$ cat src/rtl/multicycle_sequencer.sv
// -----------------------------------------------------------------------------
// multicycle_sequencer
//   Control FSM for a multi-cycle RV32I datapath. Each instruction passes
//   through fetch, decode and then execute / memory / writeback states. The
//   block drives the PC/IR enables, datapath mux selects and the alu_op code
//   for the ALU decoder. It also runs a req/ready handshake with the unified
//   instruction/data memory and aborts to HALT when an access stays
//   unanswered for MAX_WAIT cycles.
//
//   Optional feature macro: TRAP_ILLEGAL_EN
//     defined   : an unsupported opcode sets sticky illegal_instr and halts
//     undefined : an unsupported opcode is a one-cycle NOP, illegal_instr = 0
//
// Ports
//   clk               in   rising-edge clock
//   rst_n             in   asynchronous active-low reset
//   opcode[6:0]       in   opcode field of the instruction register
//   alu_zero          in   ALU zero flag (branch compare result)
//   mem_ready         in   memory accepted the write / returned read data
//   mem_req           out  memory access request
//   mem_we            out  memory write strobe, valid with mem_req
//   adr_src           out  memory address select: 0 PC, 1 ALU result register
//   ir_write          out  load IR and old-PC registers
//   pc_write          out  PC update (fetch increment or taken branch)
//   reg_write_enable  out  register file write
//   alu_src_a[1:0]    out  00 PC, 01 old PC, 10 rs1
//   alu_src_b[1:0]    out  00 rs2, 01 immediate, 10 constant 4
//   result_src[1:0]   out  00 ALU result reg, 01 mem data reg, 10 ALU out
//   alu_op[1:0]       out  00 add, 01 sub, 10 decode funct fields
//   bus_error         out  sticky: a memory access timed out
//   illegal_instr     out  sticky: unsupported opcode (trap build only)
// -----------------------------------------------------------------------------
module multicycle_sequencer #(
    parameter int MAX_WAIT = 16,
    parameter int WAIT_W   = 5
) (
    input  logic       clk,
    input  logic       rst_n,
    input  logic [6:0] opcode,
    input  logic       alu_zero,
    input  logic       mem_ready,
    output logic       mem_req,
    output logic       mem_we,
    output logic       adr_src,
    output logic       ir_write,
    output logic       pc_write,
    output logic       reg_write_enable,
    output logic [1:0] alu_src_a,
    output logic [1:0] alu_src_b,
    output logic [1:0] result_src,
    output logic [1:0] alu_op,
    output logic       bus_error,
    output logic       illegal_instr
);

    localparam logic [6:0] OP_LOAD   = 7'b0000011;
    localparam logic [6:0] OP_STORE  = 7'b0100011;
    localparam logic [6:0] OP_RTYPE  = 7'b0110011;
    localparam logic [6:0] OP_BRANCH = 7'b1100011;

    // The timeout fires on the MAX_WAIT-th unanswered request cycle, i.e.
    // when the increment would bring the counter to MAX_WAIT.
    localparam logic [WAIT_W-1:0] WAIT_LAST = WAIT_W'(MAX_WAIT - 1);
    localparam logic [WAIT_W-1:0] WAIT_ONE  = {{(WAIT_W-1){1'b0}}, 1'b1};

    typedef enum logic [3:0] {
        S_FETCH   = 4'd0,
        S_DECODE  = 4'd1,
        S_MEM_ADR = 4'd2,
        S_MEM_RD  = 4'd3,
        S_MEM_WB  = 4'd4,
        S_MEM_WR  = 4'd5,
        S_EXEC_R  = 4'd6,
        S_ALU_WB  = 4'd7,
        S_BEQ     = 4'd8,
        S_ILLEGAL = 4'd9,
        S_HALT    = 4'd10
    } state_t;

    typedef struct packed {
        logic       mem_req;
        logic       mem_we;
        logic       adr_src;
        logic       reg_write_enable;
        logic [1:0] alu_src_a;
        logic [1:0] alu_src_b;
        logic [1:0] result_src;
        logic [1:0] alu_op;
    } ctrl_t;

    // Moore control word of a state; registered from the next state so the
    // outputs change together with the state register.
    function automatic ctrl_t decode_ctrl(input state_t s);
        ctrl_t c;
        c = '0;
        case (s)
            S_FETCH: begin
                c.mem_req    = 1'b1;
                c.alu_src_b  = 2'b10;
                c.result_src = 2'b10;
            end
            S_DECODE: begin
                c.alu_src_a = 2'b01;
                c.alu_src_b = 2'b01;
            end
            S_MEM_ADR: begin
                c.alu_src_a = 2'b10;
                c.alu_src_b = 2'b01;
            end
            S_MEM_RD: begin
                c.mem_req = 1'b1;
                c.adr_src = 1'b1;
            end
            S_MEM_WB: begin
                c.result_src       = 2'b01;
                c.reg_write_enable = 1'b1;
            end
            S_MEM_WR: begin
                c.mem_req = 1'b1;
                c.mem_we  = 1'b1;
                c.adr_src = 1'b1;
            end
            S_EXEC_R: begin
                c.alu_src_a = 2'b10;
                c.alu_op    = 2'b10;
            end
            S_ALU_WB: begin
                c.reg_write_enable = 1'b1;
            end
            S_BEQ: begin
                c.alu_src_a = 2'b10;
                c.alu_op    = 2'b01;
            end
            default: begin
                c = '0;
            end
        endcase
        return c;
    endfunction

    state_t            state_q, state_d;
    logic [WAIT_W-1:0] wait_q, wait_d;
    ctrl_t             ctrl_q;
    logic              bus_error_q;
    logic              mem_done_s;
    logic              mem_stall_s;
    logic              mem_timeout_s;

    // Handshake qualifiers use the registered request, so mem_ready is
    // ignored whenever mem_req is low (including the cycle after reset).
    always_comb begin
        mem_done_s    = ctrl_q.mem_req & mem_ready;
        mem_stall_s   = ctrl_q.mem_req & ~mem_ready;
        mem_timeout_s = mem_stall_s & (wait_q == WAIT_LAST);
    end

    // Next-state and wait-counter logic.
    always_comb begin
        state_d = state_q;
        wait_d  = wait_q;
        case (state_q)
            S_FETCH: begin
                if (mem_done_s) begin
                    state_d = S_DECODE;
                end else if (mem_timeout_s) begin
                    state_d = S_HALT;
                end else begin
                    state_d = S_FETCH;
                end
            end
            S_DECODE: begin
                case (opcode)
                    OP_LOAD, OP_STORE: state_d = S_MEM_ADR;
                    OP_RTYPE:          state_d = S_EXEC_R;
                    OP_BRANCH:         state_d = S_BEQ;
                    default:           state_d = S_ILLEGAL;
                endcase
            end
            S_MEM_ADR: begin
                if (opcode == OP_LOAD) begin
                    state_d = S_MEM_RD;
                end else begin
                    state_d = S_MEM_WR;
                end
            end
            S_MEM_RD: begin
                if (mem_done_s) begin
                    state_d = S_MEM_WB;
                end else if (mem_timeout_s) begin
                    state_d = S_HALT;
                end else begin
                    state_d = S_MEM_RD;
                end
            end
            S_MEM_WR: begin
                if (mem_done_s) begin
                    state_d = S_FETCH;
                end else if (mem_timeout_s) begin
                    state_d = S_HALT;
                end else begin
                    state_d = S_MEM_WR;
                end
            end
            S_MEM_WB:  state_d = S_FETCH;
            S_EXEC_R:  state_d = S_ALU_WB;
            S_ALU_WB:  state_d = S_FETCH;
            S_BEQ:     state_d = S_FETCH;
`ifdef TRAP_ILLEGAL_EN
            S_ILLEGAL: state_d = S_HALT;
`else
            S_ILLEGAL: state_d = S_FETCH;
`endif
            S_HALT:    state_d = S_HALT;
            default:   state_d = S_HALT;
        endcase

        // Count unanswered request cycles; restart on every state change.
        if (state_d != state_q) begin
            wait_d = '0;
        end else if (mem_stall_s) begin
            wait_d = wait_q + WAIT_ONE;
        end else begin
            wait_d = wait_q;
        end
    end

    // State, wait counter, registered control word and sticky bus error.
    always_ff @(posedge clk or negedge rst_n) begin
        if (!rst_n) begin
            state_q     <= S_FETCH;
            wait_q      <= '0;
            ctrl_q      <= '0;
            bus_error_q <= 1'b0;
        end else begin
            state_q <= state_d;
            wait_q  <= wait_d;
            ctrl_q  <= decode_ctrl(state_d);
            if (mem_timeout_s) begin
                bus_error_q <= 1'b1;
            end
        end
    end

`ifdef TRAP_ILLEGAL_EN
    logic illegal_q;

    // Sticky illegal-instruction flag, set as the FSM leaves ILLEGAL.
    always_ff @(posedge clk or negedge rst_n) begin
        if (!rst_n) begin
            illegal_q <= 1'b0;
        end else if (state_q == S_ILLEGAL) begin
            illegal_q <= 1'b1;
        end
    end

    assign illegal_instr = illegal_q;
`else
    assign illegal_instr = 1'b0;
`endif

    // IR/PC enables must act in the cycle the memory answers, so they are
    // qualified directly on the inputs rather than registered.
    assign ir_write = (state_q == S_FETCH) & mem_done_s;
    assign pc_write = ir_write | ((state_q == S_BEQ) & alu_zero);

    assign mem_req          = ctrl_q.mem_req;
    assign mem_we           = ctrl_q.mem_we;
    assign adr_src          = ctrl_q.adr_src;
    assign reg_write_enable = ctrl_q.reg_write_enable;
    assign alu_src_a        = ctrl_q.alu_src_a;
    assign alu_src_b        = ctrl_q.alu_src_b;
    assign result_src       = ctrl_q.result_src;
    assign alu_op           = ctrl_q.alu_op;
    assign bus_error        = bus_error_q;

endmodule

$ cat config.mk
export PLATFORM = sky130hd
export DESIGN_NAME = multicycle_sequencer
export DESIGN_NICKNAME = d
export VERILOG_FILES = /design/src/rtl/multicycle_sequencer.sv
export SDC_FILE = /design/constraint.sdc
export NUM_CORES = 1
export LEC_CHECK = 0
export ABC_CLOCK_PERIOD_IN_PS = 3600
export CAP_MARGIN = 20
export CORE_MARGIN = 2
export CORE_UTILIZATION = 53
export CTS_CLUSTER_DIAMETER = 100
export DETAILED_ROUTE_END_ITERATION = 7
export GPL_TIMING_DRIVEN = 0
export PLACE_DENSITY_LB_ADDON = 0.25
export SLEW_MARGIN = 20
export SYNTH_ARGS = -nofsm -noshare
export SYNTH_HDL_FRONTEND = slang
export SYNTH_SLANG_ARGS = --single-unit
$ cat constraint.sdc
create_clock -name clk -period 3.6 [get_ports clk]
set_input_delay 0.54 -clock clk [delete_from_list [all_inputs] [get_ports clk]]
set_output_delay 0.54 -clock clk [all_outputs]
set_load 0.03 [all_outputs]
# Word-level counts from Yosys, hierarchy flattened
# Cells that the tools add are included.
[op_classes]
n_eq_ne = 23
n_reduce_logical = 10
div_mod_pow = 0
n_mul = 0
bitwise_logic = 7
muxes = 19
n_lt_le_gt_ge = 0
shift = 0
addsub = 1
[op_table]
columns = ["op", "count"]
rows = [
  ["== test 4 x 3 -> 1 bit, second input constant", 8],
  ["case mux 4 bit (7 select lines)", 1],
  ["2-to-1 mux 4 bit", 6],
  ["== test 4 x 2 -> 1 bit, second input constant", 4],
  ["case mux 2 bit (2 select lines)", 4],
  ["== test 7 x 6 -> 1 bit, second input constant", 2],
  ["== test 4 bit, second input constant", 3],
  ["case mux 4 bit (3 select lines)", 1],
  ["2-to-1 mux 5 bit", 2],
  ["== test 4 x 1 -> 1 bit, second input constant", 2],
  ["logical NOT 4 bit", 2],
  ["OR reduction 2 bit", 4],
  ["== test 7 x 2 -> 1 bit, second input constant", 1],
  ["== test 7 bit, second input constant", 1],
  ["OR reduction 3 bit", 2],
  ["adder 5 x 1 -> 5 bit, second input constant", 1],
  ["AND 1 bit", 5],
  ["== test 5 x 4 -> 1 bit, second input constant", 1],
  ["2-to-1 mux 1 bit", 4],
  ["!= test 4 bit", 1],
  ["OR reduction 4 bit", 1],
  ["2-to-1 mux 3 bit", 1],
  ["nonzero test 2 bit", 1],
  ["inverter 1 bit", 1],
  ["OR 1 bit", 1],
]
[word_totals]
latch_bits = 0
reg_bits = 22
ram_bits = 0
wordCells = 71
memories = 0
mem_bits_ro = 0
out_inout_bits = 16

# Depth between registers and ports, before layout
# Gate-level depths: netlist (run 1).
[logic_depth]
ltp_word = 9
mapped_depth = 10
ltp_nobuf = 10

# Least setup slack after synthesis (run 1)
# No wires, ideal clock.
[synth_timing]
path_kind = "input port to flip-flop"
from = "in opcode[4]"
to = "reg wait_q[4]"
required_ps = 3513
stages = 7
setup_time_ps = 87
arrival_ps = 2257
n_path_buf = 1
slack_ps = 1256
cell_sequence = "or3_1 -> o211a_1 -> or4_4 -> buf_6 -> xnor2_2 -> o2111ai_2 -> a211oi_2"
[synth_via]
elab_chain_cells = 6
[synth_rtl]
columns = ["item", "line", "source"]
rows = [
  ["start: declaration", "39", "input logic [6:0] opcode,"],
  ["== test 7 x 2 -> 1 bit or == test 7 x 6 -> 1 bit (tied branches)", "172, 180", ""],
  ["OR reduction 2 bit", "172", "case (opcode)"],
  ["case mux 4 bit (3 select lines)", "172", ""],
  ["case mux 4 bit (7 select lines) (*)", "161", "case (state_q)"],
  ["net state_d[2]", "141", "state_t state_q, state_d;"],
  ["!= test 4 bit (*)", "218", "if (state_d != state_q) begin"],
  ["2-to-1 mux 5 bit or nonzero test 2 bit (tied branches)", "--", ""],
  ["end signal: assignment", "236", "wait_q <= wait_d;"],
  ["end: declaration", "142", "logic [WAIT_W-1:0] wait_q, wait_d;"],
]
# The timed path passes the listed nets; every way through them passes the cells marked *.
# A chain may end at the register's enable or synchronous reset.

# Final worst setup path (run 1)
[layout_timing]
from = "in mem_ready"
to = "out pc_write"
[layout_via]
elab_chain_cells = 3
[layout_rtl]
columns = ["item", "line", "source"]
rows = [
  ["start: declaration", "41", "input logic mem_ready,"],
  ["AND 1 bit", "152", "mem_done_s = ctrl_q.mem_req & mem_ready;"],
  ["AND 1 bit", "263", "assign ir_write = (state_q == S_FETCH) & mem_done_s;"],
  ["OR 1 bit", "264", "assign pc_write = ir_write | ((state_q == S_BEQ) & alu_zero);"],
  ["end: declaration", "46", "output logic pc_write,"],
]
# No other way between the ends.

==> results.yml, run 1 <==
timing:
  period_share: 0.7932
  worstMarginPinSlew_ps: 555.7
  setup_viol: 0
  fin_crit_ps: 2856
  report.final.slew_viol_count: 0
  finClkSkew_ps: 3.634
  max_freq_mhz: 350.2
  rsz0062_at_grt: "no"
  finalHoldViolCount: 0
  slew-limit-headroom: 0.6243
  fin_tns_setup_ps: 0
  fin_ws_ps: 744.4
cells_and_area:
  nNetsFinal: 170
  fillers: 170
  area.sequential_um2: 550.5
  syn2layout_area_growth_pct: 26.60
  antenna_cells: 0
  drive_gt1_frac: 0.1090
  multi_input_area_um2: 643.1
global_routing:
  grt_pass1_wl_um: 4533
  grt_max_degree: 23
  grt_pass1_vias: 1044
  grt_antenna_before_repair: 0
  overflow: 0
  track_usage: 0.2236
min_path:
  hold_class: "input port to asynchronous set/reset pin"
yosys:
  synth_edf_count: 0
  ys_ff_latch: 22
  synthCells: 127
  syn_area_mm2: 0.001251
  yosys.area.top_type: "dfrtp_1"
  syn_area_per_cell_um2: 9.852
  yosysSeqAreaShare: 0.4400
  yosys-top-cells-area: "dfrtp_1, nand2b_1, nor3_1, o21ai_0, nor2_1"
  yosys_warnings: 0
  synth_cell_types: 48
  syn-num-nets: 140
  synth_flop_cell: "dfrtp_1"
  synth_top_area_share: 0.4400
  synth_most_common_cell: "dfrtp_1"
  yosys-top-cells-count: "dfrtp_1, nor2_1, nand2b_1, nor3_1, o21ai_0"
  synthArstFlopShare: 1.000
clock_network:
  cts_resized: 0
  path_clk_slew_ps: 110
  cts_root_buffer: "clkbuf_4"
  holdBufCountCts: 0
  cts_sinks: 22
  worstSkewPairLatency_ps: 310
  post_cts_buffers: 0
  htree_levels: 1
  tritoncts: "built"
  numCtsBuffers: 3
  ctsLongestPathBuffers: 2
floorplan:
  die_h_um: 52.59
  dieArea_mm2: 0.002765
  io_pins: 27
  start_util: 0.5656
  fp.dieW_um: 52.59
  core_mm2: 0.002212
  rows: 17
drt:
  viasPerCell: 5.837
  dr.pass1.iters: 4
  route.antenna.remaining_nets: 0
  drt-initial-drc-count: 19
  vias: 1074
  routedWlPerCell_um: 14.42
  drc: 0
  drt_wl_total_um: 2653
setup_path:
  ff2ff_path_depth: 10
  cp.required_ps: 3060
  path_max_fanout: 7
  cp_slowest_cell: "clkdlybuf4s50_1"
  cp-end-kind: "output port"
  crit_chain: "clkdlybuf4s50_1 -> nand2_1 -> nor2_1 -> a21oi_1 -> nor4_1 -> clkdlybuf4s50_1"
  start_kind: "input port"
  slowest_delay_ps: 710
  path_common_cell: "clkdlybuf4s50_1"
  critPathArrivalTime_ps: 2320
  critical_path_class: "input port to output port"
power:
  peakVddDrop_uv: 283.7
  pwr_density_cell_mw_per_mm2: 288.3
  intPower_uw: 372.0
  switching_share: 0.1855
  p_clk_frac: 0.407
  power_frac_comb: 0.052
  sequentialPowerShare: 0.541
  leakage_nw: 0.7055
  p_sw_uw: 84.73
placed_design:
  gp_congestion: 0.8401
  port_buffers: 25
  hpwl_um: 2014
  pre_cts_slack_ps: 670.6
run:
  drv_cap: 0
status:
  status: "finished, final reports clean"
==> metrics by stage <==
| stage | cells | total power [mW] | hold slack (ps) | cell area (um^2) | utilization |
|---|---|---|---|---|---|
| 2_1_floorplan | 127 | 0.2582 | 244.4 | 1251 | - |
| 3_3_place_gp | 180 | 0.2756 | 448.6 | 1536 | 0.6946 |
| 3_5_place_dp | 180 | 0.2769 | 458.1 | 1536 | 0.6946 |
| 4_1_cts | 184 | 0.4608 | 487.1 | 1589 | 0.7183 |
| 5_1_grt | 184 | 0.4708 | 210.1 | 1584 | 0.7161 |
| 6_report | 184 | 0.4567 | 175.2 | 1584 | 0.7161 |
==> critical path: cells and delay by family <==
| kind | cells | cell delay [ps] |
|---|---|---|
| compound gates | 1 | 50 |
| buf+inv | 2 | 1290 |
| simple gates | 3 | 430 |
==> state kept, by name, indices dropped and copies added, names as in the netlist <==
signal,count
mem_we,1
alu_src_a,2
wait_q,5
mem_req,1
alu_op,2
reg_write_enable,1
bus_error,1
alu_src_b,2
adr_src,1
result_src,2
state_q,4
==> path summary, 6_finish.rpt <==
path	end	from	slack (ps)
max in group asynchronous	wait_q[1]	rst_n	3100
worst min-delay path	alu_src_a[0]	rst_n	180
worst min register to register	bus_error	bus_error	480
worst max-delay path	pc_write	mem_ready	740
worst max register to register	wait_q[4]	wait_q[0]	1060
min in group clk	bus_error	bus_error	480
==> power groups by stage <==
stage / combinational (mW) / sequential, mW / clock, mW
after detailed placement: 0.0251 / 0.252 / 0
after CTS: 0.0249 / 0.247 / 0.189
after floorplan: 0.00638 / 0.252 / 0
final: 0.0239 / 0.247 / 0.186
after global routing: 0.0270 / 0.247 / 0.197
after global placement: 0.0238 / 0.252 / 0
==> layout make-up <==
type                       count  share of cell area
multi-input combinational     93              0.4060
clock buffer                   3             0.01422
sequential                    22              0.3476
clock inverter                 1             0.01896
timing repair buffer          25              0.1548
tap                           28             0.02212
inverter                       5             0.01185
buffer                         7             0.02449
==> placed cells by master, fill, tap and decap left out, types with 3 or more instances in the layout <==
master / Yosys / routed
and2_1: 3 / 3
nor3_1: 7 / 7
or2_2: 3 / 3
nand2b_1: 7 / 7
nand3b_1: 3 / 3
and3_1: 4 / 4
inv_1: 5 / 5
clkdlybuf4s50_1: 0 / 24
dfrtp_1: 22 / 22
nand2_1: 4 / 4
nor2_1: 9 / 9
o21ai_0: 7 / 7
clkbuf_1: 4 / 4
clkbuf_4: 0 / 3
==> kinds of logic (layout without fill, tap and decap cells) <==
logic type | Yosys count | count (layout) | share of synthesized area
XOR/XNOR | 5 | 5 | 0.04101
buffers and inverters | 12 | 41 | 0.04600
AND/OR/NAND/NOR | 57 | 57 | 0.2790
other | 1 | 1 | 0.002997
multiplexers | 2 | 2 | 0.01600
flip-flops | 22 | 22 | 0.4400
adder cells (fa/ha/maj) | 3 | 3 | 0.02800
AO/OA/AOI/OAI | 25 | 25 | 0.1470
==> metal layers <==
| layer | vias to the layer above | global-route usage | part of all wire | routed length [um] |
|---|---|---|---|---|
| met5 | - | 0 | 0 | 0 |
| met4 | 0 | 0.03419 | 0.0094 | 25 |
| met3 | 4 | 0.05429 | 0.056 | 149 |
| met2 | 38 | 0.4063 | 0.53 | 1396 |
| met1 | 512 | 0.2702 | 0.41 | 1080 |
| li1 | 520 | - | - | - |
(Power assumes the default switching activity.)
==> run 2, diff against run 1 <==
- ABC_CLOCK_PERIOD_IN_PS: 3600 -> 2700
- CORE_UTILIZATION: 53 -> 50
- clock period: 3.6 -> 2.7 ns (I/O delays scaled with it)
==> results.yml, run 2 (same netlist as run 1, synthesis figures left out) <==
cells_and_area:
  final_util: 0.6554
  final_common_cell: "clkdlybuf4s50_1"
  syn2layout_area_growth_pct: 27.40
  fin_area_mm2: 0.001594
  nNetsFinal: 170
  largest_registers: "wait_q: 5 flops, state_q: 4 flops"
  drive_gt1_frac: 0.1026
  final_cell_mix: "clkdlybuf4s50_1, dfrtp_1, nor2_1"
  antenna_cells: 0
  final_cells: 186
  largest_reg_flops: 5
  top_register: "wait_q"
drt:
  wl_met1_um: 1146
  routedWlPerCell_um: 14.18
  dr_wl_met2_um: 1256
  drt-initial-drc-count: 22
  dr.pass1.iters: 4
  drt_wl_total_um: 2637
  met3_length_um: 179
  route.antenna.remaining_nets: 0
  drc: 0
  vias: 1067
  viasPerCell: 5.737
  top_layer_used: "met4"
setup_path:
  start_kind: "input port"
  crit_chain: "clkdlybuf4s50_1 -> or3_1 -> o211a_1 -> or4_4 -> buf_6 -> xnor2_2 -> o2111ai_2 -> a211oi_2"
  cp_slowest_cell: "or4_4"
  cp-end-kind: "flip-flop"
  slowest_delay_ps: 510
  critical_path_class: "input port to flip-flop"
  cp.required_ps: 2930
  worst-path-buf-inv: 2
  path_max_fanout: 5
  path_delay_family: "simple AND/OR/NAND/NOR gates"
  critPathArrivalTime_ps: 2750
floorplan:
  io_pins: 27
  start_util: 0.5144
  core_mm2: 0.002432
  die_h_um: 54.03
  fp.dieW_um: 54.03
  dieArea_mm2: 0.002919
  rows: 18
power:
  p_sw_uw: 111.9
  switching_share: 0.1839
  leakage_nw: 0.7243
  peakVddDrop_uv: 341.2
  design_power_total_uw: 608.7
  p_clk_frac: 0.406
  power_frac_comb: 0.053
  pwr_density_cell_mw_per_mm2: 381.8
  sequentialPowerShare: 0.541
  intPower_uw: 496.7
timing:
  max_freq_mhz: 396.2
  fin_tns_setup_ps: 0
  hold_ws_ps: 487.0
  finClkSkew_ps: 4.134
  report.final.slew_viol_count: 0
  fin_crit_ps: 2524
  worstMarginPinSlew_ps: 934.9
  finalHoldViolCount: 0
  slew-limit-headroom: 0.3748
  period_share: 0.9348
  rsz0062_at_grt: "no"
  fin_ws_ps: 176.0
  setup_viol: 0
global_routing:
  grt_max_degree: 23
  track_usage: 0.2118
  overflow: 0
  grt_pass1_vias: 999
  grt_antenna_before_repair: 0
  grt_pass1_wl_um: 4436
clock_network:
  holdBufCountCts: 0
  htree_levels: 1
  numCtsBuffers: 3
  path_clk_slew_ps: 110
  cts_root_buffer: "clkbuf_4"
  cts_resized: 0
  ctsLongestPathBuffers: 2
  worstSkewPairLatency_ps: 310
  tritoncts: "built"
  cts_sinks: 22
  post_cts_buffers: 0
placed_design:
  place_area_mm2: 0.001539
  gp_congestion: 0.8646
  hpwl_um: 2064
  placedCellCount: 182
  pre_cts_slack_ps: -151.6
  port_buffers: 25
run:
  drv_cap: 0
status:
  status: "finished, final reports clean"
min_path:
  hold_class: "flip-flop to flip-flop"
run 2: power by group through the flow:
stage / clock, mW / combinational [mW] / sequential (mW)
after CTS: 0.253 / 0.0330 / 0.329
final: 0.247 / 0.0324 / 0.329
after global routing: 0.267 / 0.0362 / 0.330
after floorplan: 0 / 0.00850 / 0.336
after global placement: 0 / 0.0320 / 0.336
after detailed placement: 0 / 0.0328 / 0.336
run 2: path summary, 6_finish.rpt:
kind | start | end | slack [ps] | cells past startpoint
min in group asynchronous | rst_n | alu_src_a[0] | 610 | 1
worst max-delay path | opcode[5] | wait_q[4] | 180 | 8
max in group asynchronous | rst_n | wait_q[0] | 1520 | 1
worst max register to register | wait_q[0] | wait_q[4] | 180 | 10
worst min-delay path | bus_error | bus_error | 490 | 1
worst min register to register | bus_error | bus_error | 490 | 1
run 2: area by class of cell:
| cell class | count | area (um^2) |
|---|---|---|
| Timing Repair Buffer | 25 | 252.7 |
| Tap cell | 30 | 37.54 |
| Inverter | 5 | 18.77 |
| Buffer | 7 | 38.79 |
| Clock buffer | 3 | 22.52 |
| Fill cell | 201 | 838.3 |
| Multi-Input combinational cell | 93 | 643.1 |
| Clock inverter | 1 | 30.03 |
| Sequential cell | 22 | 550.5 |
run 2: metal layers:
layer | up-vias | global-route usage
met5 | - | 0
met4 | 0 | 0.09167
met3 | 7 | 0.06111
met2 | 41 | 0.3374
met1 | 503 | 0.2671
li1 | 516 | -
==> run 3, diff against run 2 <==
- ABC_CLOCK_PERIOD_IN_PS: 2700 -> 2500
- CORE_MARGIN: 2 -> 5
- clock period: 2.7 -> 2.5 ns (I/O delays scaled with it)
==> results.yml, run 3 (same netlist as run 1, synthesis figures left out) <==
power:
  pwr_density_cell_mw_per_mm2: 405.2
  leakage_nw: 0.7284
  design_power_total_uw: 654.6
  peakVddDrop_uv: 529.9
placed_design:
  gp_congestion: 0.8081
  hpwl_um: 2151
  port_buffers: 25
  placedCellCount: 182
  place_area_mm2: 0.001539
global_routing:
  overflow: 0
  grt_antenna_before_repair: 0
  grt_max_degree: 23
  grt_pass1_vias: 1019
  track_usage: 0.1747
  grt_pass1_wl_um: 4809
timing:
  period_share: 0.9308
  setup_viol: 0
  worstMarginPinSlew_ps: 937.6
  fin_crit_ps: 2327
  slew-limit-headroom: 0.3730
  max_freq_mhz: 429.8
  hold_ws_ps: 496.9
  report.final.slew_viol_count: 0
  rsz0062_at_grt: "no"
  finClkSkew_ps: 3.645
  finalHoldViolCount: 0
cells_and_area:
  largest_registers: "wait_q: 5 flops, state_q: 4 flops"
  final_cells: 186
  top_register: "wait_q"
  largest_reg_flops: 5
  syn2layout_area_growth_pct: 29.10
  drive_gt1_frac: 0.1154
  final_util: 0.6641
  fin_area_mm2: 0.001615
  antenna_cells: 0
  nNetsFinal: 170
  fillers: 201
  final_cell_mix: "dfrtp_1, clkdlybuf4s50_1, nor2_1"
clock_network:
  htree_levels: 1
  worstSkewPairLatency_ps: 300
  numCtsBuffers: 3
  holdBufCountCts: 0
  path_clk_slew_ps: 120
  cts_root_buffer: "clkbuf_4"
  ctsLongestPathBuffers: 2
  cts_sinks: 22
  tritoncts: "built"
status:
  status: "finished, final reports clean"
setup_path:
  slowest_delay_ps: 420
  crit_chain: "ha_2 -> and3_1 -> ha_2 -> o21a_1 -> or2_2 -> o221a_2 -> and3_1 -> or2_2"
  critical_path_class: "flip-flop to flip-flop"
  cp.required_ps: 2700
  path_max_fanout: 7
  critPathArrivalTime_ps: 2520
  r2r-start: "wait_q[1]"
  r2r_slack_ps: 170
  cp-end-kind: "flip-flop"
  r2r-end: "alu_src_a[1]"
  ff2ff_path_depth: 8
  cp_slowest_cell: "dfrtp_1"
  start_kind: "flip-flop"
floorplan:
  io_pins: 27
  core_mm2: 0.002432
  dieArea_mm2: 0.003603
  start_util: 0.5144
  fp.dieW_um: 60.03
  die_h_um: 60.03
  rows: 18
run:
  drv_cap: 0
drt:
  route.antenna.remaining_nets: 0
  drc: 0
  drt_wl_total_um: 2778
  dr.pass1.iters: 4
  routedWlPerCell_um: 14.94
  drt-initial-drc-count: 34
  viasPerCell: 5.667
  vias: 1054
min_path:
  min_from: "bus_error"
  hold_class: "flip-flop to flip-flop"
  min_path_cells: 1
  whs_endpoint: "bus_error"
run 3: cell types whose count changed in the layout (fill, tap and decap cells not counted), sizes merged:
cell           before  now
clkdlybuf4s50      24   22
dlygate4sd2         0    2
run 3: worst max-delay path by stage:
stage	start	to	cells after the start
floorplan	wait_q[0]	wait_q[4]	10
global placement	opcode[5]	wait_q[4]	8
detailed placement	opcode[5]	wait_q[4]	8
CTS	wait_q[1]	wait_q[4]	10
global route	wait_q[1]	wait_q[4]	9
finish	wait_q[1]	alu_src_a[1]	8
run 3: report_power, final:
part | internal (mW) | total, mW | switching, mW
combinational | 0.0180 | 0.0345 | 0.0164
sequential | 0.356 | 0.356 | 0
clock | 0.162 | 0.264 | 0.102
total | 0.536 | 0.655 | 0.119
run 3: what timing repair did:
item,in CTS,in global routing
endpoints found under the setup margin,2,6
pin swaps,0,4
setup buffers,1,0
gates resized for setup,3,4
run 3: cell type report:
| class | instances | area, um^2 | area share |
|---|---|---|---|
| clock buffer | 3 | 22.52 | 0.01394 |
| sequential | 22 | 550.5 | 0.3408 |
| clock inverter | 1 | 30.03 | 0.01859 |
| inverter | 5 | 18.77 | 0.01162 |
| buffer | 6 | 27.53 | 0.01704 |
| multi-input combinational | 93 | 670.6 | 0.4152 |
| timing repair buffer | 26 | 257.7 | 0.1596 |
| tap | 30 | 37.54 | 0.02324 |
run 3: through the flow:
stage,TNS [ps],worst slack (ps)
after floorplan,0,241.8
after global placement,-1244,-299.6
after detailed placement,-1522,-333.6
after CTS,0,12.35
after global routing,0,13.10
final,0,173.1
run 3: routing by layer:
metal,vias up,share of wire,GRT usage
met3,0,0.061,0.05184
met2,33,0.50,0.2809
met1,504,0.43,0.2385
met4,0,0,0.02215
met5,-,0,0
li1,517,-,-
run 3: critical path, delay by kind of cell (launching register included):
kind | cells | cell delay, ps
AO/OA/AOI/OAI | 2 | 480
adder cells (fa/ha/maj) | 2 | 380
flip-flops | 1 | 420
AND/OR/NAND/NOR | 4 | 930
